### src/rtl/usb_hid_buttons.sv
// ---------------------------------------------------------------------------
// usb_hid_buttons
//   Front-panel button conditioner feeding the USB HID consumer-control
//   report stage. Each of the six raw active-low buttons is synchronised,
//   debounced and then stretched so that the host is guaranteed to see every
//   press in at least one acknowledged report, and the release afterwards.
//
//   Bit order: [5] Stop, [4] Prev, [3] Next, [2] Play/Pause,
//              [1] Vol Down, [0] Vol Up.
//
// Ports:
//   Clk      in   1  system clock, rising edge
//   nReset   in   1  asynchronous active-low reset
//   Buttons  in   6  raw button pins, active-low, asynchronous to Clk
//   IN_Ack   in   1  single-cycle pulse: host acknowledged an IN report
//   Status   out  6  stretched active-high report bits (registered)
//   Pressed  out  6  debounced active-high level, not stretched (registered)
// ---------------------------------------------------------------------------
module usb_hid_buttons #(
    parameter int DEBOUNCE_CYCLES = 500000,
    parameter int ACKS_REQUIRED   = 2
) (
    input  logic       Clk,
    input  logic       nReset,
    input  logic [5:0] Buttons,
    input  logic       IN_Ack,
    output logic [5:0] Status,
    output logic [5:0] Pressed
);

    localparam int              CW       = $clog2(DEBOUNCE_CYCLES);
    localparam logic [CW-1:0]   CNT_LAST = CW'(DEBOUNCE_CYCLES - 1);
    localparam logic [1:0]      ACK_REQ  = 2'(ACKS_REQUIRED);

    // REL: released; PU: pressed, unreported; PR: pressed, reported;
    // RU: released, unreported.
    typedef enum logic [1:0] {
        ST_REL = 2'd0,
        ST_PU  = 2'd1,
        ST_PR  = 2'd2,
        ST_RU  = 2'd3
    } state_e;

    logic [5:0]    r_sync1;
    logic [5:0]    r_sync2;
    logic [5:0]    r_deb;
    logic [5:0]    r_pressed;
    logic [5:0]    r_status;
    logic [CW-1:0] r_cnt [6];
    state_e        r_state [6];
    logic [1:0]    r_ack [6];

    logic [5:0]    w_deb_next;
    logic [CW-1:0] w_cnt_next [6];
    state_e        w_state_next [6];
    logic [1:0]    w_ack_next [6];
    logic [1:0]    w_ack_step [6];
    logic [5:0]    w_status_next;

    // Two-flop synchroniser per button; released (1) out of reset.
    always_ff @(posedge Clk or negedge nReset) begin
        if (!nReset) begin
            r_sync1 <= 6'h3F;
            r_sync2 <= 6'h3F;
        end else begin
            r_sync1 <= Buttons;
            r_sync2 <= r_sync1;
        end
    end

    // Debounce next-state: count while the synchronised level differs from
    // the accepted one; any return to the accepted level restarts the count.
    always_comb begin
        w_deb_next = r_deb;
        for (int i = 0; i < 6; i++) begin
            w_cnt_next[i] = r_cnt[i];
            if (r_sync2[i] == r_deb[i]) begin
                w_cnt_next[i] = {CW{1'b0}};
            end else if (r_cnt[i] == CNT_LAST) begin
                w_deb_next[i] = r_sync2[i];
                w_cnt_next[i] = {CW{1'b0}};
            end else begin
                w_cnt_next[i] = r_cnt[i] + CW'(1);
            end
        end
    end

    // Debounce state; Pressed is loaded alongside the debounced level so it
    // changes on the same edge the new level is accepted.
    always_ff @(posedge Clk or negedge nReset) begin
        if (!nReset) begin
            r_deb     <= 6'h3F;
            r_pressed <= 6'h00;
            for (int i = 0; i < 6; i++) begin
                r_cnt[i] <= {CW{1'b0}};
            end
        end else begin
            r_deb     <= w_deb_next;
            r_pressed <= ~w_deb_next;
            for (int i = 0; i < 6; i++) begin
                r_cnt[i] <= w_cnt_next[i];
            end
        end
    end

    // Stretch FSM next-state. PU and RU share one rule: count acks up to
    // ACK_REQ, then the button level alone picks the reported state (PR or
    // REL); before that it picks the unreported state (PU or RU). This makes
    // a re-press on the final ack land in PR with Status never dropping.
    always_comb begin
        w_status_next = 6'h00;
        for (int i = 0; i < 6; i++) begin
            w_state_next[i] = r_state[i];
            w_ack_next[i]   = r_ack[i];
            if (IN_Ack && (r_ack[i] != ACK_REQ)) begin
                w_ack_step[i] = r_ack[i] + 2'd1;
            end else begin
                w_ack_step[i] = r_ack[i];
            end
            case (r_state[i])
                ST_REL: begin
                    w_ack_next[i] = 2'd0;
                    if (r_pressed[i]) begin
                        w_state_next[i] = ST_PU;
                    end else begin
                        w_state_next[i] = ST_REL;
                    end
                end
                ST_PU, ST_RU: begin
                    w_ack_next[i] = w_ack_step[i];
                    if (w_ack_step[i] == ACK_REQ) begin
                        w_state_next[i] = r_pressed[i] ? ST_PR : ST_REL;
                    end else begin
                        w_state_next[i] = r_pressed[i] ? ST_PU : ST_RU;
                    end
                end
                ST_PR: begin
                    if (!r_pressed[i]) begin
                        w_state_next[i] = ST_REL;
                    end else begin
                        w_state_next[i] = ST_PR;
                    end
                end
                default: begin
                    w_state_next[i] = ST_REL;
                    w_ack_next[i]   = 2'd0;
                end
            endcase
            w_status_next[i] = (w_state_next[i] != ST_REL);
        end
    end

    // Stretch FSM state, ack counters and registered Status.
    always_ff @(posedge Clk or negedge nReset) begin
        if (!nReset) begin
            r_status <= 6'h00;
            for (int i = 0; i < 6; i++) begin
                r_state[i] <= ST_REL;
                r_ack[i]   <= 2'd0;
            end
        end else begin
            r_status <= w_status_next;
            for (int i = 0; i < 6; i++) begin
                r_state[i] <= w_state_next[i];
                r_ack[i]   <= w_ack_next[i];
            end
        end
    end

    assign Status  = r_status;
    assign Pressed = r_pressed;

endmodule

### config.mk
export PLATFORM = sky130hd
export DESIGN_NAME = usb_hid_buttons
export DESIGN_NICKNAME = d
export VERILOG_FILES = /design/src/rtl/usb_hid_buttons.sv
export SDC_FILE = /design/constraint.sdc
export NUM_CORES = 1
export LEC_CHECK = 0
export BUFFER_PORTS_ARGS = -buffer_cell sky130_fd_sc_hd__buf_4
export CAP_MARGIN = 20
export CORE_ASPECT_RATIO = 0.9
export CORE_UTILIZATION = 55
export DETAILED_ROUTE_END_ITERATION = 10
export PLACE_DENSITY = 0.72
export SYNTH_ARGS = -nofsm -noshare
export SYNTH_HDL_FRONTEND = slang
export SYNTH_SLANG_ARGS = --single-unit
### constraint.sdc
create_clock -name Clk -period 2.79 [get_ports Clk]
set_input_delay 0.558 -clock Clk [delete_from_list [all_inputs] [get_ports Clk]]
set_output_delay 0.558 -clock Clk [all_outputs]
set_load 0.01 [all_outputs]
==> results of run 1 <==
## synth_stat cells, types with 11 or more instances
cell / instances / area share
nor3_1: 19 / 0.012
dfstp_2: 18 / 0.059
inv_1: 28 / 0.013
mux2i_1: 13 / 0.016
nand4_1: 32 / 0.025
nand2_1: 66 / 0.031
or3_1: 11 / 0.0086
nand3_1: 42 / 0.026
ha_1: 12 / 0.019
dfrtp_1: 150 / 0.47
a21oi_1: 22 / 0.014
nor2_1: 106 / 0.050
xor2_1: 27 / 0.030
o21ai_0: 28 / 0.018
xnor2_1: 63 / 0.069
nor4_1: 26 / 0.020
## cell families after synthesis
| group | Yosys count |
|---|---|
| multiplexers | 19 |
| flip-flops | 168 |
| buffers and inverters | 38 |
| adder cells (fa/ha/maj) | 12 |
| AND/OR/NAND/NOR | 375 |
| XOR/XNOR | 90 |
| AO/OA/AOI/OAI | 80 |
## metal layers
layer / routed length [um] / track usage
met2: 7050 / 0.347
met3: 352 / 0.0454
met1: 7060 / 0.291
met5: 0 / 0
met4: 207 / 0.0784
## area by class of cell
cell class	instances	area, um2	share of cell area
clock buffers	19	453	0.0505
clock inverters	13	98.8	0.0110
inverters	28	105	0.0117
multi-input cells	576	3610	0.403
flip-flops and latches	168	4230	0.471
well taps	193	241	0.0269
repair buffers	28	239	0.0266
## cell usage in the layout, fill, tap and decap left out, drive strengths merged, types with 9 or more instances in the layout
cell type / instances
o21ai: 30
inv: 30
or4: 12
nand2: 66
dfrtp: 150
dfstp: 18
nor4: 26
xor2: 27
buf: 28
a21oi: 22
mux2i: 13
nor3: 19
clkbuf: 19
ha: 12
xnor2: 63
nand4: 33
nand3: 42
nand2b: 9
or3: 11
nor2: 107
## per-stage QoR
step | setup slack [ps] | instances | hold WS, ps
4_1_cts | 612 | 1025 | 140
5_1_grt | 478 | 1025 | 169
2_1_floorplan | 749 | 782 | 262
3_5_place_dp | 584 | 993 | 347
6_report | 620 | 1025 | 126
3_3_place_gp | 674 | 993 | 345
## critical path, cell delays in order, from the launching register on
cell,delay (ps)
dfrtp_1,440
or4b_1,530
or4_4,590
o21bai_4,370
nor2_1,110
## power groups by stage
stage	Combinational (mW)	Clock, mW	Sequential (mW)
global route	0.885	2.31	2.89
global placement	0.693	0	2.86
detailed placement	0.770	0	2.89
finish	0.764	2.16	2.85
floorplan	0.574	0	2.83
CTS	0.779	2.22	2.85
## sequential cells by signal, summed over array words and instances, names as in the netlist
| signal | count |
|---|---|
| Pressed | 6 |
| Status | 6 |
| r_ack | 12 |
| r_cnt | 114 |
| r_deb | 6 |
| r_state | 12 |
| r_sync1 | 6 |
| r_sync2 | 6 |
## worst max path at each step
| stage | startpoint | slack [ps] | depth (start not counted) | endpoint |
|---|---|---|---|---|
| global placement | r_cnt[64] | 670 | 4 | r_cnt[59] |
| finish | r_cnt[64] | 620 | 4 | r_cnt[65] |
| detailed placement | r_cnt[57] | 580 | 5 | r_cnt[75] |
| CTS | r_cnt[57] | 610 | 5 | r_cnt[75] |
| global route | r_cnt[19] | 480 | 5 | r_cnt[37] |
| floorplan | r_cnt[62] | 750 | 5 | r_deb[2] |
==> results.json, run 1 <==
{
  "worst_pin_slew_ps": 798,
  "max_cap_violations": 0,
  "syn-num-nets": 803,
  "syn2layout_area_growth_pct": 12.2,
  "die_h_um": 116,
  "p_switching_mw": 1.60,
  "dr.first_iter.drc_count": 426,
  "p_seq_frac": 0.494,
  "post_cts.resized_instances": 0,
  "p_per_area_mw_per_mm2": 644,
  "worst_r2r_path_depth": 4,
  "fin_util": 0.636,
  "drt-total-wl_um": 14700,
  "critPathCaptureType": "flop",
  "synth-simple-area-share": 0.242,
  "p_total_mw": 5.78,
  "dpl_cell_area_mm2": 0.00843,
  "p_comb_frac": 0.132,
  "fin_setup_tns_ps": 0,
  "avgSynthCellArea_um2": 10.2,
  "synthesis.area_mm2": 0.00800,
  "place.gp.congestion": 0.858,
  "dp_hpwl_um": 9960,
  "synth_seq_cells": 168,
  "numPortBuffers": 20,
  "period_share": 0.778,
  "grt_pass1_vias": 5588,
  "cts_setup_buffers": 0,
  "intPower_mw": 4.18,
  "initial_core_util": 0.567,
  "power_frac_clock": 0.374,
  "required_ps": 3080,
  "grt_setup_unrepaired": "no",
  "r2r-start": "r_cnt[64]",
  "cts-root-buf": "clkbuf_16",
  "synth.distinct_cells": 51,
  "synth_edf_count": 0,
  "cts_tree": "built",
  "synth_compound_area_frac": 0.0672,
  "ff2ff_setup_slack_ps": 620,
  "grt_use_total": 0.216,
  "synth_flop_cell": "dfrtp_1",
  "crit_arrival_ps": 2460,
  "hold_violations": 0,
  "swShare": 0.277,
  "synth_cells": 782,
  "outcome": "complete, no violations",
  "clk_pin_slew_ps": 60,
  "async_reset_ff_frac": 1.00,
  "cts_made_buffers": 17,
  "grt.overflow.total": 0,
  "ctsHoldBuffers": 0,
  "ys_seq_area_frac": 0.528,
  "cp_max_fo": 17,
  "clock_sinks": 168,
  "worstSetupStartpointType": "flop",
  "stdcell_area_mm2": 0.00898,
  "synth_fa_ha_area_frac": 0.0188,
  "fmax_mhz": 461,
  "grt_pass1_wl_um": 25600,
  "vdd_drop_max_mv": 0.463,
  "cts.htree.levels": 4,
  "grt_max_degree": 62,
  "first_pass_iters": 6,
  "die_x_um": 129,
  "viasPerCell": 5.64,
  "critPathKind": "flop to flop",
  "nFillCells": 1133,
  "synth_top_family_by_area": "simple AND/OR/NAND/NOR gates",
  "setup_viol": 0,
  "p_leak_nw": 3.52,
  "fin_crit_ps": 2170,
  "design.die.area_mm2": 0.0150,
  "ant_nets": 0,
  "antenna_found_initial": 0,
  "row_count": 41,
  "drc": 0,
  "routed-via-count": 5779,
  "synth_mux_area_frac": 0.0247,
  "hold_path_class": "input pin to asynchronous set/reset pin",
  "wl_per_cell_um": 14.3,
  "synth-xor-area-share": 0.0985,
  "finalMaxSlewViolations": 0,
  "insertedDiodeCount": 0,
  "r2r-end": "r_cnt[65]",
  "maxSlewHeadroom": 0.461,
  "io_pins": 21,
  "ys_warn_count": 0,
  "fin_skew_ps": 7.54,
  "clk_path_buf_depth": 2,
  "coreArea_mm2": 0.0141,
  "drive_gt1_frac": 0.121,
  "insertion_delay_ps": 420,
  "nNetsFinal": 840
}
No activity file was read; power rests on OpenSTA's default activity.
==> run 2: changes to the inputs <==
==> constraint.sdc (replaced) <==
create_clock -name Clk -period 2.1 [get_ports Clk]
set_input_delay 0.42 -clock Clk [delete_from_list [all_inputs] [get_ports Clk]]
set_output_delay 0.42 -clock Clk [all_outputs]
set_load 0.01 [all_outputs]
==> run 2 against run 1 <==
Compared with the run above: worst setup slack worse by 600 ps; global-route usage up 0.48 points; sequential share of layout area shrank 1.2 points; critical endpoint is now r_deb[2]; maximum frequency up 4.1%; highest routed layer unchanged; die area unchanged; hold slack lost 24 ps; cell count rose by 2.9%.
==> results.json, run 2 (same netlist as run 1, synthesis figures left out) <==
{
  "vdd_drop_max_mv": 0.694,
  "fmax_mhz": 480,
  "regMostFlops": "r_cnt",
  "cp_max_fo": 5,
  "maxSlewHeadroom": 0.456,
  "intPower_mw": 5.73,
  "first_pass_iters": 5,
  "p_comb_frac": 0.142,
  "critPathCaptureType": "flop",
  "worst_pin_slew_ps": 805,
  "r2r-end": "r_deb[2]",
  "slowest_stage": "or4_4",
  "wl_per_cell_um": 14.4,
  "post-place-ws_ps": 31.5,
  "period_share": 0.993,
  "whs_ps": 102,
  "critPathKind": "flop to flop",
  "routed-via-count": 5920,
  "hold_violations": 0,
  "required_ps": 2450,
  "fin_setup_tns_ps": 0,
  "fin_skew_ps": 7.58,
  "nNetsFinal": 870,
  "antenna_found_initial": 0,
  "clock_sinks": 168,
  "swShare": 0.263,
  "mostFrequentLayoutCells": "dfrtp_1 (150), nor2_1 (106), nand2_1 (66)",
  "fin_crit_ps": 2080,
  "ff2ff_setup_slack_ps": 20,
  "power_frac_clock": 0.371,
  "stdcell_count": 1055,
  "max_cap_violations": 0,
  "design.die.area_mm2": 0.0150,
  "p_per_area_mw_per_mm2": 844,
  "worst_r2r_path_depth": 4,
  "hold_depth": 1,
  "insertedDiodeCount": 0,
  "worstPathCellList": "or4b_4, or4_4, nor2_4, mux2_2",
  "outcome": "complete, no violations",
  "coreArea_mm2": 0.0141,
  "clk_pin_slew_ps": 60,
  "syn2layout_area_growth_pct": 15.0,
  "cts_tree": "built",
  "stdcell_area_mm2": 0.00920,
  "drive_gt1_frac": 0.146,
  "slowest_delay_ps": 590,
  "cts-root-buf": "clkbuf_16",
  "drc": 0,
  "cp_top_family": "simple AND/OR/NAND/NOR gates",
  "grt_pass1_vias": 5800,
  "finalMaxSlewViolations": 0,
  "ant_nets": 0,
  "grt_max_degree": 60,
  "crit_arrival_ps": 2430,
  "largest_reg_flops": 114,
  "io_pins": 21,
  "drt-total-wl_um": 15200,
  "dpl_cell_area_mm2": 0.00862,
  "hold_path_class": "input pin to flop",
  "final_common_cell": "dfrtp_1",
  "initial_core_util": 0.567,
  "fin_util": 0.652,
  "p_seq_frac": 0.487,
  "die_h_um": 116,
  "die_x_um": 129,
  "holdCritStartpoint": "Buttons[3]",
  "nFillCells": 1115,
  "grt.overflow.total": 0,
  "dp.cells": 1019,
  "p_switching_mw": 2.04,
  "row_count": 41,
  "grt_use_total": 0.221,
  "worstSetupStartpointType": "flop",
  "p_total_mw": 7.77,
  "top_regs": "r_cnt x114, r_ack x12, r_state x12",
  "numPortBuffers": 20,
  "r2r-start": "r_cnt[69]",
  "dp_hpwl_um": 10400,
  "grt_pass1_wl_um": 26200,
  "path_buf_inv": 0,
  "p_leak_nw": 3.66,
  "place.gp.congestion": 0.851,
  "finalWorstSetupSlack_ps": 15.2,
  "cts_made_buffers": 17,
  "dr.first_iter.drc_count": 409,
  "min_to": "r_sync1[3]",
  "clk_path_buf_depth": 2,
  "viasPerCell": 5.61,
  "insertion_delay_ps": 420,
  "setup_viol": 0,
  "cts.htree.levels": 4
}
-- run 2: changes by cell type in the layout (fill, tap and decap cells not counted), sizes merged --
cell	change
dlygate4sd3	+1
inv	-2
bufinv	+1
clkbuf	+5
clkinv	-5
clkinvlp	+1
buf	+29
-- run 2: layout make-up --
class,instances,area [um2],area share
Sequential cell,168,4230,0.459
Multi-Input combinational cell,576,3620,0.393
Clock buffer,24,472,0.0513
Timing Repair Buffer,58,467,0.0507
Tap cell,193,241,0.0262
Inverter,28,105,0.0114
Clock inverter,8,75.1,0.00816
-- run 2: worst register-to-register path: cells and delay by family, from the launching register on --
family	cells	cell delay [ps]
flip-flops	1	430
multiplexers	1	330
AND/OR/NAND/NOR	3	1250
-- run 2: what timing repair did --
item / 4_1_cts / 5_1_grt
buffers inserted: 0 / 3
setup endpoints to repair: 0 / 1
resized for setup: 0 / 1
endpoints found under the hold margin: 18 / 0
hold buffers: 1 / 0
-- run 2: power groups by stage --
stage	registers (mW)	logic [mW]	clock network, mW
after CTS	3.78	1.12	2.96
after global placement	3.80	1.00	0
final	3.78	1.11	2.88
after detailed placement	3.83	1.10	0
after global routing	3.83	1.28	3.08
after floorplan	3.76	0.762	0
-- run 2: metal layers --
layer / vias to the layer above / GRT usage / wire, um
li1: 2894 / - / -
met3: 15 / 0.0476 / 495
met4: 0 / 0.0831 / 198
met1: 2909 / 0.287 / 7060
met2: 102 / 0.365 / 7430
met5: - / 0 / 0
-- run 2: how the worst max path moves through the flow --
| stage | startpoint | to | slack [ps] | cells past startpoint |
|---|---|---|---|---|
| finish | r_cnt[69] | r_deb[2] | 20 | 4 |
| global route | r_cnt[69] | r_cnt[66] | -10 | 5 |
| CTS | r_cnt[67] | r_deb[2] | 20 | 4 |
| detailed placement | r_cnt[67] | r_deb[2] | 30 | 4 |
| global placement | r_cnt[67] | r_deb[2] | 60 | 4 |
| floorplan | r_cnt[62] | r_deb[2] | 60 | 5 |
==> run 3: changes to the inputs <==
--- a/config.mk
+++ b/config.mk
@@ -5,12 +5,13 @@
 export SDC_FILE = /design/constraint.sdc
 export NUM_CORES = 1
 export LEC_CHECK = 0
+export ABC_AREA = 1
 export BUFFER_PORTS_ARGS = -buffer_cell sky130_fd_sc_hd__buf_4
 export CAP_MARGIN = 20
 export CORE_ASPECT_RATIO = 0.9
 export CORE_UTILIZATION = 55
 export DETAILED_ROUTE_END_ITERATION = 10
-export PLACE_DENSITY = 0.72
+export PLACE_DENSITY = 0.71
 export SYNTH_ARGS = -nofsm -noshare
 export SYNTH_HDL_FRONTEND = slang
 export SYNTH_SLANG_ARGS = --single-unit
==> run 3 against run 2 <==
Compared with the run above: via count rose by 19%; utilization is 1.7 points lower; total power is 1.2% lower; largest cell class unchanged; sequential share of layout area decreased by 3.0 points; largest power group unchanged; highest routed layer unchanged.
==> results.json, run 3 <==
{
  "dp_hpwl_um": 12300,
  "synth_most_common_cell": "nand2_1",
  "r2r-end": "r_cnt[89]",
  "cts-root-buf": "clkbuf_16",
  "ys_seq_area_frac": 0.481,
  "place.gp.congestion": 0.895,
  "drive_gt1_frac": 0.124,
  "critPathCaptureType": "flop",
  "wl_per_cell_um": 11.9,
  "swShare": 0.258,
  "grt_setup_unrepaired": "no",
  "worst_r2r_path_depth": 4,
  "hold_violations": 0,
  "grt_pass1_vias": 6580,
  "finalMaxSlewViolations": 0,
  "synth.distinct_cells": 37,
  "coreArea_mm2": 0.0155,
  "async_reset_ff_frac": 1.00,
  "p_comb_frac": 0.115,
  "p_switching_mw": 1.98,
  "holdCritStartpoint": "Buttons[4]",
  "drt-total-wl_um": 16700,
  "yosysTopAreaCellShare": 0.427,
  "clk_pin_slew_ps": 60,
  "cp-startpoint": "r_deb[1]",
  "max_cap_violations": 0,
  "final_common_cell": "nand2_1",
  "p_per_area_mw_per_mm2": 780,
  "numPortBuffers": 20,
  "die_h_um": 122,
  "design.die.area_mm2": 0.0165,
  "avgSynthCellArea_um2": 7.70,
  "cts_made_buffers": 17,
  "outcome": "complete, no violations",
  "yosys-top-cells-area": "dfrtp_1 (43%), nand2_1 (11%), nor2_1 (10%)",
  "power_frac_clock": 0.405,
  "p_seq_frac": 0.480,
  "grt_max_degree": 52,
  "fin_crit_ps": 1600,
  "synth_seq_cells": 168,
  "cp_max_fo": 8,
  "syn2layout_area_growth_pct": 12.1,
  "hold_depth": 1,
  "first_pass_iters": 5,
  "synth_flop_cell": "dfrtp_1",
  "r2r-start": "r_deb[1]",
  "die_x_um": 135,
  "viasPerCell": 5.04,
  "p_total_mw": 7.68,
  "row_count": 43,
  "yosysTopAreaCell": "dfrtp_1",
  "grt_use_total": 0.226,
  "cts.htree.levels": 4,
  "io_pins": 21,
  "top_regs": "r_cnt x114, r_ack x12, r_state x12",
  "intPower_mw": 5.69,
  "cts_tree": "built",
  "synth_edf_count": 0,
  "vdd_drop_max_mv": 0.797,
  "antenna_found_initial": 0,
  "ys_warn_count": 0,
  "critPathKind": "flop to flop",
  "regMostFlops": "r_cnt",
  "synth_common_cells": "nand2_1 (251), nor2_1 (234), dfrtp_1 (150), inv_1 (138), nand3_1 (100)",
  "hold_path_class": "input pin to flop",
  "worst_pin_slew_ps": 809,
  "fin_skew_ps": 7.27,
  "synthesis.area_mm2": 0.00878,
  "ff2ff_setup_slack_ps": 500,
  "initial_core_util": 0.567,
  "dr.first_iter.drc_count": 467,
  "min_to": "r_sync1[4]",
  "drc": 0,
  "crit_arrival_ps": 1910,
  "syn-num-nets": 1161,
  "required_ps": 2410,
  "worstSetupStartpointType": "flop",
  "maxSlewHeadroom": 0.457,
  "synth_cells": 1140,
  "clock_sinks": 168,
  "insertedDiodeCount": 0,
  "period_share": 0.763,
  "p_leak_nw": 4.43,
  "routed-via-count": 7039,
  "mostFrequentLayoutCells": "nand2_1 (251), nor2_1 (234), dfrtp_1 (150)",
  "insertion_delay_ps": 430,
  "fin_setup_tns_ps": 0,
  "setup_viol": 0,
  "clk_path_buf_depth": 2,
  "fmax_mhz": 624,
  "grt_pass1_wl_um": 29600,
  "cts_setup_buffers": 0,
  "grt.overflow.total": 0,
  "nNetsFinal": 1203,
  "ant_nets": 0,
  "largest_reg_flops": 114
}
==> run 3: power groups by stage <==
stage | Combinational (mW) | Sequential (mW) | Clock, mW
after floorplan | 0.663 | 3.70 | 0
after global placement | 0.863 | 3.74 | 0
after detailed placement | 0.897 | 3.74 | 0
after CTS | 0.908 | 3.69 | 3.20
after global routing | 1.07 | 3.72 | 3.35
final | 0.883 | 3.69 | 3.11
==> run 3: repair_timing <==
action,in CTS,in global routing
hold buffers,1,0
gates resized for setup,0,0
hold endpoints to repair,43,0
==> run 3: cell type report <==
| type | instances | area [um2] |
|---|---|---|
| Multi-Input combinational cell | 813 | 3950 |
| Inverter | 153 | 574 |
| Clock inverter | 12 | 153 |
| Sequential cell | 168 | 4230 |
| Fill cell | 1344 | 5650 |
| Timing Repair Buffer | 29 | 249 |
| Clock buffer | 20 | 437 |
| Tap cell | 202 | 253 |
==> run 3: layer usage <==
metal | global-route usage | up-vias | wire (um)
met1 | 0.321 | 3234 | 8450
met4 | 0.0744 | 0 | 226
met2 | 0.347 | 140 | 7320
met5 | 0 | - | 0
met3 | 0.0454 | 16 | 679
li1 | - | 3649 | -
==> run 3: per-stage QoR <==
stage / hold WS [ps] / cells / area, um2 / setup WS, ps / utilization
6_report: 94.8 / 1397 / 9840 / 497 / 0.635
5_1_grt: 78.3 / 1397 / 9840 / 333 / 0.635
4_1_cts: 76.9 / 1397 / 9840 / 437 / 0.635
3_5_place_dp: 347 / 1364 / 9240 / 453 / 0.596
3_3_place_gp: 346 / 1364 / 9240 / 582 / 0.596
2_1_floorplan: 124 / 1140 / 8780 / 756 / -
==> run 3: worst max path at each step <==
stage            endpoint  depth (start not counted)  slack, ps
2_1_floorplan  r_cnt[113]                         10        760
3_3_place_gp    r_cnt[93]                          4        580
3_5_place_dp    r_cnt[79]                          4        450
4_1_cts         r_cnt[79]                          4        440
5_1_grt         r_cnt[84]                          4        330
6_report        r_cnt[89]                          4        500
==> run 3: worst max-delay path: stages (launching register included) <==
cell	delay (ps)
dfstp_2	380
xnor2_1	650
a21oi_1	190
inv_1	210
nor2_1	70
==> run 3: logic make-up after synthesis <==
group                    synth area share
XOR/XNOR                           0.0487
AND/OR/NAND/NOR                     0.345
flip-flops                          0.481
buffers and inverters              0.0690
AO/OA/AOI/OAI                      0.0393
adder cells (fa/ha/maj)            0.0171
